### config.mk
export PLATFORM = sky130hd
export DESIGN_NAME = prog_counter_reg_flat
export DESIGN_NICKNAME = d
export VERILOG_FILES = /design/src/rtl/prog_counter_reg_if.sv /design/src/rtl/prog_counter_reg.sv /design/src/flat_wrapper.sv
export SDC_FILE = /design/constraint.sdc
export NUM_CORES = 1
export LEC_CHECK = 0
export ABC_AREA = 1
export CORE_MARGIN = 2
export CORE_UTILIZATION = 50
export CTS_CLUSTER_SIZE = 14
export DETAILED_ROUTE_END_ITERATION = 7
export PLACE_DENSITY = 0.91
export SYNTH_ARGS = -nofsm -noshare
export SYNTH_HDL_FRONTEND = slang
export SYNTH_SLANG_ARGS = --single-unit
### constraint.sdc
create_clock -name clk -period 2.76 [get_ports clk]
set_clock_uncertainty 0.2 [all_clocks]
set_input_delay 0.552 -clock clk [delete_from_list [all_inputs] [get_ports clk]]
set_output_delay 0.552 -clock clk [all_outputs]
set_load 0.02 [all_outputs]
### src/rtl/prog_counter_reg_if.sv
// Request/status bundle for the programmable up/down counter.
// The master side drives requests and operands; the slave side
// (the counter) returns the count and its status flags.
interface prog_counter_reg_if #(
    parameter int WIDTH = 6
);
    logic             en;
    logic             ld;
    logic             inc;
    logic             dec;
    logic             clr_flags;
    logic [WIDTH-1:0] in;
    logic [WIDTH-1:0] step;
    logic [WIDTH-1:0] out;
    logic             zero;
    logic             at_max;
    logic             ovf;
    logic             unf;
    logic             err;

    modport master (
        output en, ld, inc, dec, clr_flags, in, step,
        input  out, zero, at_max, ovf, unf, err
    );

    modport slave (
        input  en, ld, inc, dec, clr_flags, in, step,
        output out, zero, at_max, ovf, unf, err
    );
endinterface

### src/rtl/prog_counter_reg.sv
// Programmable up/down counter with range 0..MAX, wrap or saturate on
// overflow/underflow, one-cycle ovf/unf pulses and a sticky err flag.
module prog_counter_reg #(
    parameter int WIDTH = 6,
    parameter int MAX   = 63,
    parameter bit SAT   = 1'b0
) (
    input logic              clk,
    input logic              rst,
    prog_counter_reg_if.slave bus
);

    // Extended-width constants: one spare bit keeps out+s free of carry loss.
    localparam logic [WIDTH:0]   MAX_X = (WIDTH+1)'(MAX);
    localparam logic [WIDTH:0]   MOD_X = MAX_X + (WIDTH+1)'(1);
    localparam logic [WIDTH-1:0] MAX_W = WIDTH'(MAX);

    logic [WIDTH-1:0] cnt_q, cnt_d;
    logic             ovf_q, ovf_d;
    logic             unf_q, unf_d;
    logic             err_q, err_d;

    logic [WIDTH:0] in_x;
    logic [WIDTH:0] step_x;
    logic [WIDTH:0] s_x;
    logic [WIDTH:0] cnt_x;
    logic [WIDTH:0] sum_x;

    // Next count and flags: ld beats a lone inc/dec; inc together with dec holds.
    always_comb begin
        in_x   = {1'b0, bus.in};
        step_x = {1'b0, bus.step};
        cnt_x  = {1'b0, cnt_q};
        s_x    = (step_x > MAX_X) ? MAX_X : step_x;
        sum_x  = cnt_x + s_x;

        cnt_d = cnt_q;
        ovf_d = 1'b0;
        unf_d = 1'b0;

        if (bus.en) begin
            if (bus.ld) begin
                cnt_d = (in_x > MAX_X) ? MAX_W : bus.in;
            end else if (bus.inc && !bus.dec) begin
                if (sum_x > MAX_X) begin
                    ovf_d = 1'b1;
                    cnt_d = SAT ? MAX_W : WIDTH'(sum_x - MOD_X);
                end else begin
                    cnt_d = sum_x[WIDTH-1:0];
                end
            end else if (bus.dec && !bus.inc) begin
                if (cnt_x >= s_x) begin
                    cnt_d = WIDTH'(cnt_x - s_x);
                end else begin
                    unf_d = 1'b1;
                    cnt_d = SAT ? '0 : WIDTH'(cnt_x + MOD_X - s_x);
                end
            end
        end

        // A new event wins over a simultaneous clear; clear ignores en.
        if (ovf_d || unf_d) begin
            err_d = 1'b1;
        end else if (bus.clr_flags) begin
            err_d = 1'b0;
        end else begin
            err_d = err_q;
        end
    end

    // State registers, cleared asynchronously by rst.
    always_ff @(posedge clk or posedge rst) begin
        if (rst) begin
            cnt_q <= '0;
            ovf_q <= 1'b0;
            unf_q <= 1'b0;
            err_q <= 1'b0;
        end else begin
            cnt_q <= cnt_d;
            ovf_q <= ovf_d;
            unf_q <= unf_d;
            err_q <= err_d;
        end
    end

    assign bus.out    = cnt_q;
    assign bus.zero   = (cnt_q == '0);
    assign bus.at_max = (cnt_q == MAX_W);
    assign bus.ovf    = ovf_q;
    assign bus.unf    = unf_q;
    assign bus.err    = err_q;

endmodule

### src/flat_wrapper.sv
// flat-port wrapper written by rule: the top's interface ports become plain ports
module prog_counter_reg_flat 
#(
    parameter int WIDTH = 6,
    parameter int MAX   = 63,
    parameter bit SAT   = 1'b0
)
  (clk, rst, bus_en, bus_ld, bus_inc, bus_dec, bus_clr_flags, bus_in, bus_step, bus_out, bus_zero, bus_at_max, bus_ovf, bus_unf, bus_err);
  prog_counter_reg_if #(.WIDTH(WIDTH)) bus_i ();
  input logic clk;
  input logic rst;
  input wire logic [$bits(bus_i.en)-1:0] bus_en;
  input wire logic [$bits(bus_i.ld)-1:0] bus_ld;
  input wire logic [$bits(bus_i.inc)-1:0] bus_inc;
  input wire logic [$bits(bus_i.dec)-1:0] bus_dec;
  input wire logic [$bits(bus_i.clr_flags)-1:0] bus_clr_flags;
  input wire logic [$bits(bus_i.in)-1:0] bus_in;
  input wire logic [$bits(bus_i.step)-1:0] bus_step;
  output wire logic [$bits(bus_i.out)-1:0] bus_out;
  output wire logic [$bits(bus_i.zero)-1:0] bus_zero;
  output wire logic [$bits(bus_i.at_max)-1:0] bus_at_max;
  output wire logic [$bits(bus_i.ovf)-1:0] bus_ovf;
  output wire logic [$bits(bus_i.unf)-1:0] bus_unf;
  output wire logic [$bits(bus_i.err)-1:0] bus_err;
  assign bus_i.en = bus_en;
  assign bus_i.ld = bus_ld;
  assign bus_i.inc = bus_inc;
  assign bus_i.dec = bus_dec;
  assign bus_i.clr_flags = bus_clr_flags;
  assign bus_i.in = bus_in;
  assign bus_i.step = bus_step;
  assign bus_out = bus_i.out;
  assign bus_zero = bus_i.zero;
  assign bus_at_max = bus_i.at_max;
  assign bus_ovf = bus_i.ovf;
  assign bus_unf = bus_i.unf;
  assign bus_err = bus_i.err;
  prog_counter_reg #(.WIDTH(WIDTH), .MAX(MAX), .SAT(SAT)) u_core (.clk(clk), .rst(rst), .bus(bus_i));
endmodule
==> results of run 1 <==
[worst register-to-register path, stage by stage (launching register included)]
cell and delay [ns]:
dfrtp_1 0.40, inv_1 0.11, ha_1 0.25, fa_1 0.40, o21ai_1 0.18, nor2_1 0.08, o21bai_2 0.15, a21oi_2 0.08
inv_2 0.05, nand2_1 0.04
[layout make-up]
type / instances / area, um2 / area share
Clock buffer: 3 / 22.5 / 0.0170
Clock inverter: 1 / 5.00 / 0.00377
Inverter: 28 / 105 / 0.0792
Multi-Input combinational cell: 110 / 644 / 0.486
Sequential cell: 9 / 225 / 0.170
Tap cell: 27 / 33.8 / 0.0255
Timing Repair Buffer: 29 / 290 / 0.219
[routing by layer]
| layer | share of wire | up-vias | GRT usage |
|---|---|---|---|
| met5 | 0 | - | 0 |
| met4 | 0.031 | 0 | 0.157 |
| met3 | 0.050 | 9 | 0.0123 |
| met2 | 0.48 | 40 | 0.389 |
| met1 | 0.43 | 471 | 0.286 |
| li1 | - | 541 | - |
[worst max path at each step]
stage | endpoint | slack, ns | start
after floorplan | bus_zero | 0.80 | u_core.bus.out[1]
after global placement | u_core.bus.out[1] | 0.27 | bus_step[0]
after detailed placement | u_core.bus.out[1] | 0.21 | bus_step[0]
after CTS | bus_zero | 0.20 | u_core.bus.out[1]
after global routing | bus_zero | 0.13 | u_core.bus.out[1]
final | bus_zero | 0.20 | u_core.bus.out[1]
[state kept, by name, summed over array words and instances (netlist names)]
| name | cells |
|---|---|
| u_core.bus.err | 1 |
| u_core.bus.ovf | 1 |
| u_core.bus.unf | 1 |
| u_core.bus.out | 6 |
[power by group through the flow]
stage	Clock (mW)	Combinational (mW)	Sequential, mW
3_5_place_dp	0	0.408	0.190
4_1_cts	0.110	0.411	0.188
5_1_grt	0.114	0.460	0.191
6_report	0.105	0.416	0.189
3_3_place_gp	0	0.395	0.189
2_1_floorplan	0	0.247	0.207
[logic make-up (layout without fill, tap and decap cells)]
family / after synthesis / in the layout / synth area share
AOI/OAI and AO/OA: 23 / 23 / 0.138
buffers and inverters: 29 / 61 / 0.118
adders and majority gates: 14 / 14 / 0.193
xor gates and xnor gates: 1 / 1 / 0.00888
DFF: 9 / 9 / 0.228
and+or+nand+nor: 72 / 72 / 0.313
[stage by stage]
step | cell area (um2) | util | cells | hold slack, ns | total power, mW
6_report | 1330 | 0.697 | 207 | 0.353 | 0.710
5_1_grt | 1330 | 0.697 | 207 | 0.387 | 0.765
4_1_cts | 1330 | 0.697 | 207 | 0.358 | 0.709
3_5_place_dp | 1300 | 0.683 | 203 | 0.418 | 0.598
3_3_place_gp | 1300 | 0.683 | 203 | 0.400 | 0.584
2_1_floorplan | 986 | - | 148 | 0.180 | 0.454
[cell usage in the layout (no fill, tap or decap), types with 2 or more instances in the layout]
cell,n
a21oi_1,6
a21oi_2,2
clkbuf_4,3
clkdlybuf4s50_1,29
dfrtp_1,9
fa_1,2
ha_1,12
inv_1,20
inv_2,8
nand2_1,36
nand2_2,2
nand3_1,10
nand4_1,4
nor2_1,16
nor3_1,2
o21ai_0,6
o21ai_1,5
==> flow_summary_export.csv, run 1 <==
group,metric,value,unit
synth,synthArstFlopShare,1.00,
detailed_routing,post_drt_wl_per_cell,12.5,um
layout,syn_to_final_growth,34.5,%
cts,clock-sinks,9,
power,power_frac_comb,0.586,
cts,cts-root-buf,"clkbuf_4",
cts,numCtsBuffers,3,
power,clkPwrFrac,0.148,
critical_path,path_cells,"inv_1 -> nand4_1 -> nor3_1 -> clkdlybuf4s50_1",
global_route,antenna_found_initial,0,
power,power_leakage,0.684,nW
die,die-area,2340,um2
critical_path,path_class,"reg2out",
cts,post_cts_buffers,0,
detailed_routing,antenna_left,0,
power,sw_frac_of_total,0.467,
die,ios,30,
power,p_seq_frac,0.266,
critical_path,end_kind,"primary output",
critical_path,path_depth,4,
power,power_density,536,nW/um2
critical_path,r2r-start,"u_core.bus.out[0]",
cts,cts_resized,0,
power,switchingPower,0.332,mW
synth,synth_fp_nets,181,
synth,seq_area_frac_synth,0.228,
sta,finalCritPeriodShare,0.927,
placed_design,post-dp-hpwl,2.13,mm
layout,fillers,169,
sta,fmax,391,MHz
sta,min_period,2.56,ns
synth,yosys-top-cells-area,"dfrtp_1 23%, ha_1 15%, nand2_1 14%",
critical_path,path_delay_family,"buffers and inverters",
placed_design,place_congestion,1.00,
power,ir_drop,0.377,mV
run_status,outcome,"finished, final reports clean",
layout,diodes,0,
synth,syn_inst,148,
global_route,grt_pass1_vias,1006,
synth,synth_cell_type_count,23,
synth,syn_area,986,um2
run,cap_violations,0,
sta,rsz0062_at_grt,"no",
synth,synth_area_leader_cell,"dfrtp_1",
global_route,grt_pass1_wl,4.23,mm
global_route,track_usage,0.231,
critical_path,critPathSlowestCell,"clkdlybuf4s50_1",
die,die_x,48.4,um
critical_path,critPathBufInv,2,
synth,synth.most_common_cell,"nand2_1",
detailed_routing,routed_wl,2.58,mm
cts,cts.reportedPaths.clkPinSlew,0.07,ns
worst_hold_path,holdCritPathClass,"in2async",
cts,cts_tree,"done",
critical_path,start_kind,"register",
layout,drive_gt1_frac,0.0944,
sta,fin_tns_setup,0,ns
sta,slew_headroom,0.771,
sta,setup_ws,0.203,ns
power,p_int,0.379,mW
sta,worstMarginPinSlew,0.343,ns
sta,setup_violations,0,
synth,synth_flop_cell,"dfrtp_1",
synth,synth_edf_count,0,
global_route,overflow,0,
cts,insertion_delay,0.28,ns
cts,cts_buffer_depth,2,
critical_path,critPathMaxStageDelay,0.63,ns
cts,htreeDepth,1,
layout,nNetsFinal,214,
cts,cts_hold_buffers,0,
detailed_routing,drc,0,
critical_path,critPathMaxFanout,6,
synth,yosys_warnings,0,
synth,syn_avg_cell_area,6.66,um2
die,core,1900,um2
sta,timing.final.hold_violations,0,
placed_design,pre_cts_ws,0.212,ns
critical_path,required,2.01,ns
detailed_routing,first_pass_iters,5,
synth,ys_ff_latch,9,
die,num_rows,16,
detailed_routing,dr_total_vias,1061,
placed_design,port-buffer-count,29,
critical_path,rr_endpoint,"u_core.bus.err",
die,die_h,48.4,um
critical_path,crit_arrival,1.81,ns
detailed_routing,drtIter0Drc,24,
synth,yosys.area.top_type_share,0.228,
critical_path,reg2reg_slack,0.72,ns
detailed_routing,vias_per_cell,5.13,
sta,drv_slew,0,
synth,yosys-top-cells-count,"36 x nand2_1, 20 x inv_1, 16 x nor2_1",
die,start_util,0.518,
global_route,grt_max_degree,13,
critical_path,reg2reg_depth,9,
Power figures use the tool's default switching activity.
==> run 2: changes to the inputs <==
Settings changed: PLACE_DENSITY 0.91 to unset, PLACE_DENSITY_LB_ADDON set to 0.05.
==> run 2 against run 1 <==
  * Fmax increased by 1.4%
  * Largest cell class unchanged
  * Largest power group unchanged
  * Non-clock buffer count did not move
  * Hold slack improved by 0.0040 ns
  * Setup slack better by 0.035 ns
  * Clock-buffer cell count increased by 1
  * Sequential power about the same
  * Combinational power shrank 1%
==> flow_summary_export.csv, run 2 (synthesis results as in run 1) <==
group,metric,value,unit
detailed_routing,wl_met3,108,um
global_route,grt_pass1_vias,1027,
sta,slew_headroom,0.766,
sta,rsz0062_at_grt,"no",
run_status,outcome,"finished, final reports clean",
layout,nNetsFinal,214,
power,clkPwrFrac,0.143,
layout,fillers,176,
detailed_routing,first_pass_iters,4,
power,ir_drop,0.352,mV
power,power_leakage,0.681,nW
layout,largest_reg_flops,6,
placed_design,pre_cts_ws,0.239,ns
sta,setup_violations,0,
critical_path,crit_arrival,1.77,ns
detailed_routing,wl_met2,1.32,mm
sta,fmax,396,MHz
global_route,grt_max_degree,13,
global_route,overflow,0,
detailed_routing,post_drt_wl_per_cell,12.6,um
die,core,1900,um2
sta,setup_ws,0.238,ns
cts,cts_buffer_depth,2,
detailed_routing,drc,0,
sta,drv_slew,0,
die,die_h,48.4,um
cts,cts-root-buf,"clkbuf_4",
cts,insertion_delay,0.25,ns
sta,min_period,2.52,ns
cts,cts_hold_buffers,0,
layout,multi_input_area,644,um2
power,power_density,529,nW/um2
sta,worstMarginPinSlew,0.351,ns
cts,post_cts_buffers,0,
layout,diodes,0,
cts,cts_resized,0,
critical_path,end_kind,"primary output",
sta,timing.final.hold_violations,0,
layout,stdcell_count,207,
cts,cts_tree,"done",
detailed_routing,vias_per_cell,5.13,
detailed_routing,routed_wl,2.61,mm
cts,htreeDepth,1,
placed_design,place_congestion,0.916,
placed_design,port-buffer-count,29,
global_route,track_usage,0.244,
critical_path,critPathMaxFanout,6,
sta,finalCritPeriodShare,0.914,
layout,final_cell_area,1330,um2
power,sw_frac_of_total,0.456,
layout,syn_to_final_growth,34.4,%
placed_design,dp_cells,203,
layout,drive_gt1_frac,0.0889,
placed_design,dpl-instance-area,1300,um2
power,switchingPower,0.320,mW
power,power_frac_comb,0.588,
detailed_routing,antenna_left,0,
run,cap_violations,0,
layout,post-route-util,0.697,
critical_path,required,2.01,ns
detailed_routing,top_layer_used,"met4",
worst_hold_path,holdCritPathClass,"in2async",
die,die-area,2340,um2
global_route,antenna_found_initial,0,
sta,fin_tns_setup,0,ns
detailed_routing,met1_length,1.14,mm
power,p_seq_frac,0.269,
die,start_util,0.518,
critical_path,start_kind,"register",
layout,final_common_cell,"nand2_1",
detailed_routing,dr_total_vias,1061,
critical_path,path_class,"reg2out",
cts,clock-sinks,9,
cts,cts.reportedPaths.clkPinSlew,0.06,ns
die,num_rows,16,
layout,seq_area,225,um2
layout,most-common-layout-cells,"36 x nand2_1, 29 x clkdlybuf4s50_1, 20 x inv_1, 16 x nor2_1, 12 x ha_1",
die,die_x,48.4,um
placed_design,post-dp-hpwl,2.17,mm
power,p_int,0.381,mW
sta,hold_ws,0.357,ns
cts,numCtsBuffers,3,
die,ios,30,
detailed_routing,drtIter0Drc,30,
power,finalPower,0.700,mW
global_route,grt_pass1_wl,4.62,mm
critical_path,reg2reg_depth,9,
==> run 2: layout make-up <==
type	count	area share
multi-input cells	110	0.486
clock buffers	4	0.0198
inverters	28	0.0793
well taps	27	0.0255
repair buffers	29	0.219
flip-flops and latches	9	0.170
==> run 2: worst paths after layout <==
check | from | end | slack, ns
setup / recovery | u_core.bus.out[1] | bus_zero | 0.24
hold / removal | rst | u_core.bus.out[0] | 0.36
setup reg to reg | u_core.bus.out[0] | u_core.bus.err | 0.72
hold reg to reg | u_core.bus.err | u_core.bus.err | 0.39
max in group asynchronous | rst | u_core.bus.out[5] | 1.75
min in group clk | u_core.bus.err | u_core.bus.err | 0.39
==> run 2: power by group through the flow <==
| stage | Combinational (mW) | Clock, mW | Sequential, mW |
|---|---|---|---|
| global route | 0.463 | 0.110 | 0.193 |
| detailed placement | 0.407 | 0 | 0.190 |
| global placement | 0.396 | 0 | 0.188 |
| floorplan | 0.247 | 0 | 0.207 |
| finish | 0.412 | 0.100 | 0.188 |
| CTS | 0.409 | 0.104 | 0.188 |
==> run 2: layer usage <==
layer | vias up | global-route usage
met3 | 6 | 0.0123
met5 | - | 0
met4 | 0 | 0.0524
met1 | 481 | 0.334
li1 | 541 | -
met2 | 33 | 0.431
==> run 2: worst max-delay path, cell delays in order (launching register included) <==
cell	delay (ns)
dfrtp_1	0.47
inv_1	0.17
nand4_1	0.12
nor3_1	0.13
clkdlybuf4s50_1	0.62
==> run 3: changes to the inputs <==
Settings changed: CAP_MARGIN set to 5, CORE_MARGIN 2 to unset.
==> run 3 against run 2 <==
  * Register-to-register slack worse by 0.10 ns
  * Power is 1.5% higher
  * Via count is 2.6% higher
  * Hold slack worse by 0.018 ns
  * Routed wire length is 3.6% higher
  * Sequential cell count stayed put
  * Global-route usage is 3.8 points higher
  * Sequential share of layout area hardly changed
  * Clock-buffer cell count is 1 lower
  * First-iteration DRC count is 80% higher
  * Die area is 8.1% lower
  * Largest power group unchanged
==> flow_summary_export.csv, run 3 (synthesis results as in run 1) <==
group,metric,value,unit
layout,fillers,148,
critical_path,endpoint,"bus_zero",
critical_path,path_cells,"inv_1 -> nand4_1 -> nor3_1 -> clkdlybuf4s50_1",
global_route,overflow,0,
global_route,track_usage,0.282,
critical_path,reg2reg_slack,0.62,ns
sta,setup_violations,0,
cts,cts.reportedPaths.clkPinSlew,0.07,ns
cts,insertion_delay,0.27,ns
cts,clock-sinks,9,
critical_path,end_kind,"primary output",
critical_path,crit_arrival,1.80,ns
sta,slew_headroom,0.758,
critical_path,critPathMaxStageDelay,0.63,ns
global_route,antenna_found_initial,0,
detailed_routing,drtIter0Drc,54,
die,die_h,46.4,um
die,core,1780,um2
run,cap_violations,0,
global_route,grt_pass1_vias,949,
critical_path,path_class,"reg2out",
placed_design,place_congestion,0.956,
layout,nNetsFinal,214,
critical_path,critPathBufInv,2,
cts,cts_buffer_depth,2,
layout,final_cell_area,1320,um2
cts,cts_resized,0,
critical_path,required,2.01,ns
detailed_routing,first_pass_iters,4,
die,die-area,2150,um2
cts,numCtsBuffers,3,
die,ios,30,
cts,cts_hold_buffers,0,
placed_design,port-buffer-count,29,
sta,drv_slew,0,
worst_hold_path,holdCritPathClass,"in2async",
run_status,outcome,"finished, final reports clean",
die,die_x,46.4,um
critical_path,path_delay_family,"buffers and inverters",
critical_path,critPathSlowestCell,"clkdlybuf4s50_1",
critical_path,start_kind,"register",
layout,drive_gt1_frac,0.0944,
critical_path,cp-startpoint,"u_core.bus.out[1]",
placed_design,post-dp-hpwl,2.22,mm
layout,diodes,0,
sta,finalCritPeriodShare,0.924,
detailed_routing,vias_per_cell,5.31,
cts,cts-root-buf,"clkbuf_4",
sta,worstMarginPinSlew,0.362,ns
sta,fin_tns_setup,0,ns
layout,syn_to_final_growth,34.3,%
critical_path,path_depth,4,
detailed_routing,drc,0,
power,power_density,537,nW/um2
critical_path,rr_endpoint,"u_core.bus.err",
global_route,grt_max_degree,13,
global_route,grt_pass1_wl,4.21,mm
cts,post_cts_buffers,0,
layout,most-common-layout-cells,"36 x nand2_1, 29 x clkdlybuf4s50_1, 20 x inv_1, 16 x nor2_1, 12 x ha_1",
cts,cts_tree,"done",
sta,rsz0062_at_grt,"no",
detailed_routing,dr_total_vias,1089,
critical_path,reg2reg_depth,9,
die,num_rows,15,
sta,fmax,392,MHz
detailed_routing,antenna_left,0,
die,start_util,0.553,
layout,final_common_cell,"nand2_1",
power,ir_drop,0.378,mV
cts,htreeDepth,1,
layout,multi_input_area,644,um2
layout,seq_area,225,um2
sta,timing.final.hold_violations,0,
layout,largest_reg_flops,6,
sta,min_period,2.55,ns
critical_path,critPathMaxFanout,6,
placed_design,dpl-instance-area,1300,um2
detailed_routing,post_drt_wl_per_cell,13.2,um
detailed_routing,routed_wl,2.70,mm
power,power_leakage,0.684,nW
critical_path,r2r-start,"u_core.bus.out[0]",
-- run 3: changes by cell type in the layout (fill, tap and decap cells not counted) --
cell      before  now
clkbuf_1       1    0
clkinv_2       0    1
-- run 3: final cells by class --
class / instances / share of cell area
timing repair buffer: 29 / 0.219
clock buffer: 3 / 0.0170
multi-input combinational: 110 / 0.487
sequential: 9 / 0.170
clock inverter: 1 / 0.00378
tap: 25 / 0.0236
inverter: 28 / 0.0794
-- run 3: worst reg2reg max path, cell delays in order, from the launching register on --
cell	delay (ns)
dfrtp_1	0.42
inv_1	0.11
ha_1	0.25
fa_1	0.41
o21ai_1	0.21
nor2_1	0.09
o21bai_2	0.16
a21oi_2	0.09
inv_2	0.05
nand2_1	0.04
-- run 3: layer usage --
layer | vias to the layer above | GRT usage | part of all wire
met5 | - | 0 | 0
met4 | 0 | 0.0941 | 0.014
met3 | 9 | 0.0235 | 0.064
met2 | 54 | 0.486 | 0.50
met1 | 483 | 0.365 | 0.43
li1 | 543 | - | -
-- run 3: power breakdown --
group | internal (mW) | switching, mW
registers | 0.153 | 0.0354
logic | 0.171 | 0.244
clock network | 0.0537 | 0.0528
-- run 3: worst min-delay path by stage --
stage | to | start | slack (ns)
after global routing | u_core.bus.out[2] | rst | 0.38
final | u_core.bus.out[2] | rst | 0.34
after detailed placement | u_core.bus.err | u_core.bus.err | 0.39
after global placement | u_core.bus.err | u_core.bus.err | 0.38
after floorplan | u_core.bus.err | rst | 0.18
after CTS | u_core.bus.out[0] | rst | 0.36
-- run 3: stage by stage --
step	worst slack (ns)	power [mW]	util	hold slack, ns	std cells
floorplan	0.803	0.454	-	0.180	148
global placement	0.261	0.583	0.727	0.377	201
detailed placement	0.182	0.600	0.727	0.393	201
CTS	0.191	0.707	0.742	0.357	205
global route	0.112	0.763	0.742	0.378	205
finish	0.211	0.711	0.742	0.339	205
